`src/rtl/decoder_pkg.sv`:
```
// Shared constants for the four-digit BCD scan decoder.
// The enable table is stored active-low; the top level inverts it when needed.
package decoder_pkg;

  localparam int DIGIT_COUNT = 4;
  localparam int NIBBLE_W    = 4;

  typedef logic [NIBBLE_W-1:0]    nibble_t;
  typedef logic [DIGIT_COUNT-1:0] digit_en_t;

  localparam digit_en_t DIGIT_OFF_AL = 4'b1111;

  localparam digit_en_t DIGIT_EN_AL [DIGIT_COUNT] = '{
    4'b1110,
    4'b1101,
    4'b1011,
    4'b0111
  };

endpackage

```
`src/rtl/decoder_digit_mux.sv`:
```
// Combinational 4:1 nibble select and leading-zero blank detection.
module digit_mux
  import decoder_pkg::*;
#(
  parameter bit BLANK_LEADING = 1'b0
) (
  input  logic [1:0]                    sel,
  input  logic [DIGIT_COUNT*NIBBLE_W-1:0] bcd,
  output nibble_t                       nibble,
  output logic                          blank
);

  logic [DIGIT_COUNT-1:0] zero_from;

  always_comb begin
    nibble = bcd[sel*NIBBLE_W +: NIBBLE_W];
    // zero_from[i]: digit i and every higher digit are zero
    for (int unsigned i = 0; i < DIGIT_COUNT; i++) begin
      zero_from[i] = 1'b1;
      for (int unsigned j = i; j < DIGIT_COUNT; j++) begin
        if (bcd[j*NIBBLE_W +: NIBBLE_W] != '0) zero_from[i] = 1'b0;
      end
    end
    blank = BLANK_LEADING && (sel != 2'd0) && zero_from[sel];
  end

endmodule

```
`src/rtl/decoder.sv`:
```
// Four-digit multiplexed display decoder: registers the scanned nibble and
// its one-hot digit enable with one cycle of latency.
module decoder
  import decoder_pkg::*;
#(
  parameter bit DIGIT_ACTIVE_LOW = 1'b1,
  parameter bit BLANK_LEADING    = 1'b0
) (
  input  logic        clk,
  input  logic        reset,
  input  logic [1:0]  countout,
  input  logic [15:0] BCD,
  output logic [3:0]  LED_BCD,
  output logic [3:0]  digits
);

  nibble_t   sel_nibble;
  logic      sel_blank;
  digit_en_t en_al;
  digit_en_t off_pattern;

  nibble_t   led_bcd_d, led_bcd_q;
  digit_en_t digits_d,  digits_q;

  digit_mux #(
    .BLANK_LEADING(BLANK_LEADING)
  ) u_digit_mux (
    .sel    (countout),
    .bcd    (BCD),
    .nibble (sel_nibble),
    .blank  (sel_blank)
  );

  always_comb begin
    off_pattern = DIGIT_ACTIVE_LOW ? DIGIT_OFF_AL : ~DIGIT_OFF_AL;
    en_al       = sel_blank ? DIGIT_OFF_AL : DIGIT_EN_AL[countout];
    digits_d    = DIGIT_ACTIVE_LOW ? en_al : ~en_al;
    led_bcd_d   = sel_blank ? '0 : sel_nibble;
  end

  always_ff @(posedge clk) begin
    if (reset) begin
      led_bcd_q <= '0;
      digits_q  <= off_pattern;
    end else begin
      led_bcd_q <= led_bcd_d;
      digits_q  <= digits_d;
    end
  end

  assign LED_BCD = led_bcd_q;
  assign digits  = digits_q;

endmodule

```
`config.mk`:
```
export PLATFORM = sky130hd
export DESIGN_NAME = decoder
export DESIGN_NICKNAME = d
export VERILOG_FILES = /design/src/rtl/decoder_pkg.sv /design/src/rtl/decoder_digit_mux.sv /design/src/rtl/decoder.sv
export SDC_FILE = /design/constraint.sdc
export NUM_CORES = 1
export LEC_CHECK = 0
export BUFFER_PORTS_ARGS = -buffer_cell sky130_fd_sc_hd__buf_2
export CAP_MARGIN = 20
export CORE_AREA = 4 4 41 43
export DETAILED_ROUTE_END_ITERATION = 7
export DIE_AREA = 0 0 45 47
export MAX_ROUTING_LAYER = met4
export PLACE_DENSITY = 0.62
export SYNTH_ARGS = -nofsm -noshare
export SYNTH_HDL_FRONTEND = slang
export SYNTH_SLANG_ARGS = --single-unit
```
`constraint.sdc`:
```
create_clock -name clk -period 0.8 [get_ports clk]
set_input_delay 0.04 -clock clk [delete_from_list [all_inputs] [get_ports clk]]
set_output_delay 0.04 -clock clk [all_outputs]
set_load 0.02 [all_outputs]
```
==> impl_metrics.csv <==
group,metric,value,unit
floorplanning,io_pins,28,
global_route,grt_pass1_vias,321,
worst_setup_path,critPathArrivalTime,0.71,ns
yosys,synthesis.nets,48,
worst_setup_path,crit_buf_inv,1,
finish,layout-drive-gt1-share,0.5517,
global_route,grt_max_degree,13,
global_route,track_usage,0.09321,
drt,wl,785,um
worst_setup_path,cp_max_fo,1,
drt,dr.pass1.iters,2,
sta,worstMarginPinSlew,0.2768,ns
finish,nNetsFinal,80,
yosys,yosysTopAreaCell,"dfxtp_1",
yosys,ys_seq_area_frac,0.5059,
placed_design,gp_congestion,0.5911,
worst_setup_path,cp.required,0.76,ns
worst_setup_path,slowest_delay,0.30,ns
placed_design,hpwl,643.8,um
min_path,min_from,"reset",
drt,ant_nets,0,
clock_tree,cts_resized,0,
yosys,synth_cells,28,
worst_setup_path,worst_path_max_delay_cell,"dfxtp_1",
finish,layout_commonest_cell,"buf_2",
min_path,min_path_cells,3,
worst_setup_path,path_cells,"buf_2",
yosys,yosys_register_bits,8,
floorplanning,num_rows,13,
outcome,outcome,"complete, no violations",
drt,drc,0,
finish,design_area,489.2,sq um
pwr,leakagePower,0.2537,nW
yosys,yosysUniqueCellTypes,11,
yosys,synthTopCellsByArea,"dfxtp_1 (51%), mux2i_1 (25%), o22ai_1 (7.9%)",
sta,setup_viol_count_final,0,
clock_tree,clkSinkCount,8,
drt,post_drt_via_cell_ratio,4.370,
global_route,grt_overflow,0,
clock_tree,cts_made_buffers,3,
clock_tree,ctsLongestPathBuffers,2,
drt,num_vias,319,
floorplanning,core_area,1301,sq um
sta,hold_slack,0.01496,ns
sta,fin_setup_tns,0,ns
clock_tree,cts_hold_buf,0,
placed_design,io_buffers,27,
placed_design,dpl_cell_area,466.7,sq um
sta,max_freq,1337,MHz
yosys,syn_area_per_cell,11.31,sq um
drt,routedWlPerCell,10.75,um
sta,period_minus_slack,0.7479,ns
floorplanning,initial_utilization,0.2433,
clock_tree,htree_levels,1,
yosys,synth_area,316.6,sq um
min_path,hold_class,"primary input to register",
finish,finish.utilization,0.3760,
finish,diodes,0,
worst_setup_path,crit_path_end_kind,"output pin",
pwr,finalPower,0.8979,mW
sta,hold_violations,0,
clock_tree,cts_tree,"done",
drt,drtIter0Drc,1,
sta,min_period_over_period,0.9349,
sta,grt_setup_unrepaired,"no",
floorplanning,dieArea,2115,sq um
clock_tree,cts_setup_buffers,0,
worst_setup_path,cp.depth,1,
pwr,vdd_ir_drop_max,685.1,uV
worst_setup_path,startpoint_type,"register",
clock_tree,cts-root-buf,"clkbuf_4",
sta,slew_violations,0,
finish,area_growth_syn_to_layout,54.55,%
floorplanning,dieHeight,47,um
yosys,synth_top_area_frac,0.5059,
pwr,p_per_area,1835,nW/um^2
finish,mostFrequentLayoutCells,"buf_2 (27), dfxtp_1 (8), mux2i_1 (8)",
global_route,grt_first_pass_wirelength,1262,um
worst_setup_path,crit_family,"flip-flops",
sta,timing.slew.headroom,0.8154,
yosys,yosysWarnings,0,
flow_run,maxCapViolations,0,
worst_setup_path,crit_type,"register to output pin",
clock_tree,clkTransAtPathRegs,0.05,ns
min_path,hold_path_end,"digits[1]",
floorplanning,die_w,45,um
global_route,antenna_found_initial,0,
cells by family after synthesis:
group,share of synthesized area
multiplexers,0.2530
flip-flops,0.5059
AND/OR/NAND/NOR,0.1265
AO/OA/AOI/OAI,0.07904
buffers and inverters,0.03557
synthesized netlist by cell type:
| cell | instances |
|---|---|
| nor2_1 | 1 |
| mux2i_1 | 8 |
| o22ai_1 | 4 |
| buf_6 | 1 |
| or3_1 | 1 |
| dfxtp_1 | 8 |
| nand2_1 | 1 |
| or2_2 | 1 |
| nand2b_1 | 1 |
| or2_1 | 1 |
| nand3b_1 | 1 |
cell type report:
class	count	area [sq um]
clock buffers	3	22.52
well taps	15	18.77
fillers	161	812.0
repair buffers	28	142.6
multi-input cells	19	145.1
flip-flops and latches	8	160.2
through the flow:
stage	setup WS, ns	instances
after detailed placement	0.02996	70
after floorplan	0.1991	28
after global placement	0.07189	70
after global routing	0.0003524	73
after CTS	0.04219	73
final	0.05205	73
flip-flops by register name, indices dropped and copies added (netlist names):
register / flops
LED_BCD: 4
digits: 4
power by group:
part | total, mW | internal (mW) | switching (mW)
sequential | 0.428 | 0.423 | 0.00450
combinational | 0.171 | 0.0844 | 0.0866
clock | 0.299 | 0.171 | 0.128
total | 0.898 | 0.679 | 0.219
worst max path at each step:
stage | startpoint | endpoint | slack [ns]
after floorplan | reset | digits[2] | 0.20
after global placement | countout[0] | LED_BCD[3] | 0.07
after detailed placement | countout[0] | LED_BCD[2] | 0.03
after CTS | LED_BCD[1] | LED_BCD[1] | 0.04
after global routing | LED_BCD[2] | LED_BCD[2] | 0.0004
final | LED_BCD[2] | LED_BCD[2] | 0.05
routing by layer:
| metal | vias to the layer above | track usage | part of all wire |
|---|---|---|---|
| met5 | - | - | 0 |
| met4 | 0 | 0.08772 | 0.023 |
| met3 | 2 | 0.04598 | 0.12 |
| met2 | 17 | 0.1441 | 0.54 |
| met1 | 139 | 0.08238 | 0.31 |
| li1 | 161 | - | - |
tightest hold or removal path, stage by stage:
cell and delay [ns]:
buf_2 0.10, nor2_1 0.04, nand2_1 0.05
No activity file was read; power rests on OpenSTA's default activity.
